===== config.mk =====
export PLATFORM = sky130hd
export DESIGN_NAME = vppm_frame_receiver
export DESIGN_NICKNAME = d
export VERILOG_FILES = /design/src/rtl/vppm_rx_pkg.sv /design/src/rtl/vppm_bit_deserializer.sv /design/src/rtl/vppm_frame_receiver.sv
export SDC_FILE = /design/constraint.sdc
export NUM_CORES = 1
export LEC_CHECK = 0
export ABC_CLOCK_PERIOD_IN_PS = 6100
export BUFFER_PORTS_ARGS = -buffer_cell sky130_fd_sc_hd__buf_2
export CORE_UTILIZATION = 55
export DETAILED_ROUTE_END_ITERATION = 6
export PLACE_DENSITY = 0.69
export RECOVER_POWER = 50
export SLEW_MARGIN = 15
export SYNTH_ARGS = -nofsm -noshare
export SYNTH_HDL_FRONTEND = slang
export SYNTH_SLANG_ARGS = --single-unit

===== constraint.sdc =====
create_clock -name clk -period 6.1 [get_ports clk]
set_input_delay 0.915 -clock clk [delete_from_list [all_inputs] [get_ports clk]]
set_output_delay 0.915 -clock clk [all_outputs]
set_load 0.005 [all_outputs]

===== src/rtl/vppm_rx_pkg.sv =====
// rtl/vppm_rx_pkg.sv - shared types and constants for the VPPM frame receiver
package vppm_rx_pkg;

  localparam int BYTE_W = 8;

  typedef enum logic [1:0] {
    HUNT,
    LEN,
    PAYLOAD,
    CHECK
  } state_t;

  localparam logic [2:0] ERR_NONE    = 3'd0;
  localparam logic [2:0] ERR_CSUM    = 3'd1;
  localparam logic [2:0] ERR_LEN     = 3'd2;
  localparam logic [2:0] ERR_TIMEOUT = 3'd3;
  localparam logic [2:0] ERR_OVF     = 3'd4;

endpackage


===== src/rtl/vppm_bit_deserializer.sv =====
// rtl/vppm_bit_deserializer.sv - MSB-first bit shifter with byte counter and sync clear
module vppm_bit_deserializer
  import vppm_rx_pkg::*;
(
  input  logic              clk,
  input  logic              rst_n,
  input  logic              i_shift,
  input  logic              i_bit,
  input  logic              i_count_en,
  input  logic              i_clear,
  output logic [BYTE_W-1:0] o_window,
  output logic              o_byte_done
);

  logic [BYTE_W-1:0] r_sr;
  logic [2:0]        r_cnt;

  // Window includes the bit arriving this cycle so sync/byte decisions need no extra latency.
  assign o_window    = {r_sr[BYTE_W-2:0], i_bit};
  assign o_byte_done = i_shift & i_count_en & (r_cnt == 3'd7);

  // Shift on every accepted bit; count only while deframing; clear beats a same-cycle bit.
  always_ff @(posedge clk) begin
    if (!rst_n || i_clear) begin
      r_sr  <= '0;
      r_cnt <= '0;
    end else if (i_shift) begin
      r_sr <= o_window;
      if (i_count_en) begin
        r_cnt <= r_cnt + 3'd1;
      end
    end
  end

endmodule


===== src/rtl/vppm_frame_receiver.sv =====
// rtl/vppm_frame_receiver.sv - sync hunt, LEN/payload/checksum deframing and byte output port
module vppm_frame_receiver
  import vppm_rx_pkg::*;
#(
  parameter logic [7:0]  SYNC_WORD      = 8'hA7,
  parameter int          MAX_LEN        = 32,
  parameter logic [31:0] TIMEOUT_CYCLES = 32'd100000
) (
  input  logic       clk,
  input  logic       rst_n,
  input  logic       bit_in,
  input  logic       bit_valid,
  output logic [7:0] out_data,
  output logic       out_valid,
  input  logic       out_ready,
  output logic       frame_active,
  output logic       frame_ok,
  output logic       frame_err,
  output logic [2:0] err_code
);

  localparam logic [7:0] MAX_LEN_B = 8'(MAX_LEN);

  state_t      r_state;
  state_t      w_state_nxt;
  logic [7:0]  w_byte;
  logic        w_byte_done;
  logic [7:0]  r_remaining;
  logic [7:0]  r_csum;
  logic [31:0] r_idle;
  logic [7:0]  r_out_data;
  logic        r_out_valid;
  logic        r_frame_active;
  logic        r_frame_ok;
  logic        r_frame_err;
  logic [2:0]  r_err_code;
  logic        w_timeout;
  logic        w_sync;
  logic        w_len_ok;
  logic        w_load;
  logic        w_ok;
  logic        w_err;
  logic [2:0]  w_err_code;
  logic        w_clear;

  vppm_bit_deserializer u_deser (
    .clk        (clk),
    .rst_n      (rst_n),
    .i_shift    (bit_valid),
    .i_bit      (bit_in),
    .i_count_en (r_state != HUNT),
    .i_clear    (w_clear),
    .o_window   (w_byte),
    .o_byte_done(w_byte_done)
  );

  // A strobe in the expiry cycle keeps the frame alive, hence the ~bit_valid term.
  assign w_timeout = (r_state != HUNT) && !bit_valid && (r_idle == TIMEOUT_CYCLES - 32'd1);
  assign w_clear   = w_sync | w_ok | w_err;

  // FSM state register.
  always_ff @(posedge clk) begin
    if (!rst_n) begin
      r_state <= HUNT;
    end else begin
      r_state <= w_state_nxt;
    end
  end

  // Next-state and per-cycle frame events.
  always_comb begin
    w_state_nxt = r_state;
    w_sync      = 1'b0;
    w_len_ok    = 1'b0;
    w_load      = 1'b0;
    w_ok        = 1'b0;
    w_err       = 1'b0;
    w_err_code  = ERR_NONE;
    if (w_timeout) begin
      w_err       = 1'b1;
      w_err_code  = ERR_TIMEOUT;
      w_state_nxt = HUNT;
    end else begin
      case (r_state)
        HUNT: begin
          if (bit_valid && (w_byte == SYNC_WORD)) begin
            w_sync      = 1'b1;
            w_state_nxt = LEN;
          end
        end
        LEN: begin
          if (w_byte_done) begin
            if ((w_byte == 8'd0) || (w_byte > MAX_LEN_B)) begin
              w_err       = 1'b1;
              w_err_code  = ERR_LEN;
              w_state_nxt = HUNT;
            end else begin
              w_len_ok    = 1'b1;
              w_state_nxt = PAYLOAD;
            end
          end
        end
        PAYLOAD: begin
          if (w_byte_done) begin
            if (r_out_valid && !out_ready) begin
              w_err       = 1'b1;
              w_err_code  = ERR_OVF;
              w_state_nxt = HUNT;
            end else begin
              w_load = 1'b1;
              if (r_remaining == 8'd1) begin
                w_state_nxt = CHECK;
              end
            end
          end
        end
        CHECK: begin
          if (w_byte_done) begin
            if (w_byte == r_csum) begin
              w_ok = 1'b1;
            end else begin
              w_err      = 1'b1;
              w_err_code = ERR_CSUM;
            end
            w_state_nxt = HUNT;
          end
        end
        default: w_state_nxt = HUNT;
      endcase
    end
  end

  // Datapath: idle counter, length/checksum tracking, status pulses and output byte register.
  always_ff @(posedge clk) begin
    if (!rst_n) begin
      r_idle         <= '0;
      r_remaining    <= '0;
      r_csum         <= '0;
      r_out_data     <= '0;
      r_out_valid    <= 1'b0;
      r_frame_active <= 1'b0;
      r_frame_ok     <= 1'b0;
      r_frame_err    <= 1'b0;
      r_err_code     <= ERR_NONE;
    end else begin
      r_idle      <= ((w_state_nxt == HUNT) || bit_valid) ? 32'd0 : r_idle + 32'd1;
      r_frame_ok  <= w_ok;
      r_frame_err <= w_err;
      if (w_sync) begin
        r_frame_active <= 1'b1;
        r_err_code     <= ERR_NONE;
      end else if (w_ok || w_err) begin
        r_frame_active <= 1'b0;
        if (w_err) begin
          r_err_code <= w_err_code;
        end
      end
      if (w_len_ok) begin
        r_remaining <= w_byte;
        r_csum      <= w_byte;
      end else if (w_load) begin
        r_remaining <= r_remaining - 8'd1;
        r_csum      <= r_csum ^ w_byte;
      end
      if (w_load) begin
        r_out_data  <= w_byte;
        r_out_valid <= 1'b1;
      end else if (r_out_valid && out_ready) begin
        r_out_valid <= 1'b0;
      end
    end
  end

  assign out_data     = r_out_data;
  assign out_valid    = r_out_valid;
  assign frame_active = r_frame_active;
  assign frame_ok     = r_frame_ok;
  assign frame_err    = r_frame_err;
  assign err_code     = r_err_code;

endmodule


==> impl_summary.md <==
Worst setup path
The worst path required time is about 6200 ps. The worst path arrival time is around 4700 ps. The worst setup path is launched from an input pin. The critical path in this run is classified as input pin to register. In this run the register-to-register setup slack is 2320 ps. STA classifies the critical path endpoint as a register. The largest fanout of any net on the critical path is 35.

Timing
Of the available clock period, the critical path in the final layout requires 0.752. The worst path in the final design needs a cycle of roughly 4600 ps, including I/O delays and setup. In this run the tightest slew margin relative to its limit is -0.517. For the final routed database, the setup TNS stands at 0 ps.

The number of slew-limit violations in the final report is 36. The final count of negative-setup-slack endpoints is 0. The post-route clock skew is between 9 and 10 ps. The tightest hold path in the finished design has a slack of 452 ps.

Setup slack on the critical path of the routed design comes to 1510 ps. For the pin with the worst max-slew slack, the measured transition is 2280 ps. Setup repair after global routing left no endpoint under its margin. The number of failing hold endpoints at the final stage is 0. For this run, the top clock speed supported by timing is approximately 220 MHz.

Clock tree
The worst-skew pair later-pin latency is around 350 ps. In this run, post-CTS hold repair placed 0 buffers. TritonCTS built the clock tree. The H-tree was split into 3 levels. In this run the clock root is driven by a clkbuf_8.

Once the clock tree was built, the setup fixing pass inserted 0 buffers. For this design, the sink count on the clock tree is 75. The maximum count of clock buffers along a single path is 2. After clock tree synthesis, the clock-pin slew on the worst setup and hold paths is roughly 80 ps. The number of gates resized after CTS is 0. The number of clock buffers inserted by TritonCTS is 9.

Layout
After filler insertion, the fill cell instance count of the layout stands at ~570. The finished layout holds around 500 standard cells, fillers aside. The area growth from synthesis to layout is 7.04%. After routing the design area is between 0.004 and 0.005 mm^2.

In the final layout, the multi-input gates occupy about 0.0021 mm^2. The net total in the final layout is approximately 430. The ratio of cells with drive above 1 in the final layout is 0.156. 0 antenna diodes ended up in the layout. The area taken by flip-flops and latches is between 0.0015 and 0.002 mm^2. Once layout is complete, the utilization of the core stands at 0.622.

Place
The number of input and output port buffers inserted is 19. Summed over all nets, the half-perimeter wirelength after detailed placement is 5180 um. The global placement routability congestion is between 0.8 and 0.9. The post-place instance area is roughly 0.0038 mm^2. Timing analysis after detailed placement gives a worst setup slack of 2340 ps. The number of placed instances, taps included, is about 480.

Synth
Yosys instantiated no cell more often than dfxtp_1. For this run, the leading register cell type out of synthesis is dfxtp_1. The mean instance size in the synthesized netlist is ~9 um^2. After technology mapping, the gate count stands at ~410.

The post-synthesis net count is around 420. The sequential element share of the synthesized area is 0.400. The netlist uses 51 different library cells. Of the post-synthesis cell area, the dominant cell type holds 0.400. After synthesis, the cell types taking the most area are dfxtp_1 (40%), nor3_2 (8.3%), xnor2_1 (5.6%).

After synthesis the cells add up to around 0.0038 mm^2. Summed over all instances, the cell type with the most area after synthesis is dfxtp_1. For this run, asynchronously set or reset flops after synthesis account for 0. Yosys mapped a number of flops with a built-in enable equal to 0. The flip-flop and latch count after synthesis is 75. For this run, the number of Yosys warnings is 0. Counting instances in the post-synthesis netlist gives the leading cell types as dfxtp_1 (75), nand2_1 (45), nor3_2 (31), nor2_1 (28).

Run status
The run finished, with violations left. The checks that failed: max-capacitance violations, max-slew violations.

Power and ir drop
Summed over all cells, the static leakage comes to 1.35 nW. The peak supply drop is ~0.00017 V. The total power density per cell area is between 200 and 250 mW/mm^2. The post-layout total power is around 0.92 mW.

GRT
The total congestion overflow after global routing is 0. The number of global-route vias before repair is 2,776. The wire length of the first global-routing pass is roughly 13,000 um. The all-layer global routing usage is 0.232. The initial antenna violation count was 0. The maximum number of pins on one net before global-route repair is 36.

Floorplanning
The die covers 0.00716 mm^2. For this configuration, the core starts out at a cell density of 0.581. The die extent in y is between 80 and 90 um.

The count of standard-cell rows is 29. The standard cell core area is roughly 0.0065 mm^2. The total I/O pin count is 20. Measured along the x axis, the die boundary spans 84.6 um.

Routing
The final antenna-violating net count is 0. Across all layers, the routed design uses 2,895 vias. The detailed router's first-iteration violation count is 136.

After detailed routing, the number of vias per cell comes to around 5.8. The final layout contains routed wiring with a total length of approximately 7600 um. For this run, the detailed router's first-pass iteration total came to 6. After detailed routing, the number of remaining DRC violations is 0. In the final routed layout, each cell accounts on average for between 15 and 20 um.

Worst hold path
The path class of the lowest-slack min-delay path is register to register.

Flow run
The max capacitance violation total is 1.
[power breakdown]
group	leakage, nW	switching [mW]	internal [mW]
registers	0.604	0.00219	0.490
logic	0.640	0.0168	0.00641
clock network	0.103	0.179	0.229
total	1.35	0.199	0.726
[metal layers]
| metal | global-route usage | wire length (um) | up-vias |
|---|---|---|---|
| li1 | - | - | 1461 |
| met1 | 0.294 | 3660 | 1382 |
| met2 | 0.388 | 3610 | 39 |
| met3 | 0.0482 | 209 | 13 |
| met4 | 0.0863 | 121 | 0 |
| met5 | 0 | 0 | - |
[layout by cell type (no fill, tap or decap), types with 4 or more instances in the layout]
| cell type | Yosys | layout |
|---|---|---|
| nand3_1 | 14 | 14 |
| a31oi_1 | 4 | 4 |
| nand2_1 | 45 | 45 |
| buf_2 | 6 | 12 |
| nand4_1 | 14 | 15 |
| ha_1 | 9 | 9 |
| nor3_2 | 31 | 31 |
| and3_1 | 9 | 9 |
| clkbuf_8 | 0 | 9 |
| a21oi_1 | 22 | 22 |
| clkbuf_1 | 16 | 10 |
| o21ai_0 | 10 | 10 |
| xor2_1 | 24 | 24 |
| nor2_1 | 28 | 28 |
| mux2i_1 | 9 | 9 |
| dfxtp_1 | 75 | 75 |
| xnor2_1 | 24 | 24 |
| o211ai_1 | 6 | 6 |
| and4_1 | 4 | 4 |
| nor4_1 | 7 | 7 |
| inv_1 | 6 | 6 |
| nor3_1 | 4 | 4 |
[cell type report]
class	instances	share of cell area
clock buffers	11	0.0327
clock inverters	5	0.0193
inverters	6	0.00561
multi-input cells	303	0.518
flip-flops and latches	75	0.374
well taps	77	0.0240
repair buffers	22	0.0262
[state kept, by name, summed over array words and instances (netlist names)]
signal and count:
out_data 8, r_idle 32, u_deser.r_sr 7, err_code 3, frame_active 1, u_deser.r_cnt 3
r_csum 8, frame_err 1, out_valid 1, r_remaining 8, frame_ok 1, r_state 2
[kinds of logic after synthesis]
| group | Yosys count | share of synthesized area |
|---|---|---|
| AND/OR/NAND/NOR | 179 | 0.294 |
| XOR/XNOR | 48 | 0.112 |
| buffers and inverters | 31 | 0.0390 |
| multiplexers | 10 | 0.0270 |
| AO/OA/AOI/OAI | 57 | 0.0974 |
| flip-flops | 75 | 0.400 |
| adder cells (fa/ha/maj) | 9 | 0.0300 |
[path summary, 6_finish.rpt]
kind | from | endpoint | cells after the start
setup reg to reg | u_deser.r_sr[3] | r_idle[7] | 7
hold reg to reg | out_data[7] | out_data[7] | 2
setup / recovery | bit_valid | r_idle[7] | 8
hold / removal | out_data[7] | out_data[7] | 2
[critical path: stages]
cell and delay, ps:
buf_2 260, clkbuf_1 1660, nand3b_1 380, a221oi_1 440, o21ai_1 190, a21oi_4 310, buf_4 460, nor3_2 90
Power figures use the tool's default switching activity.
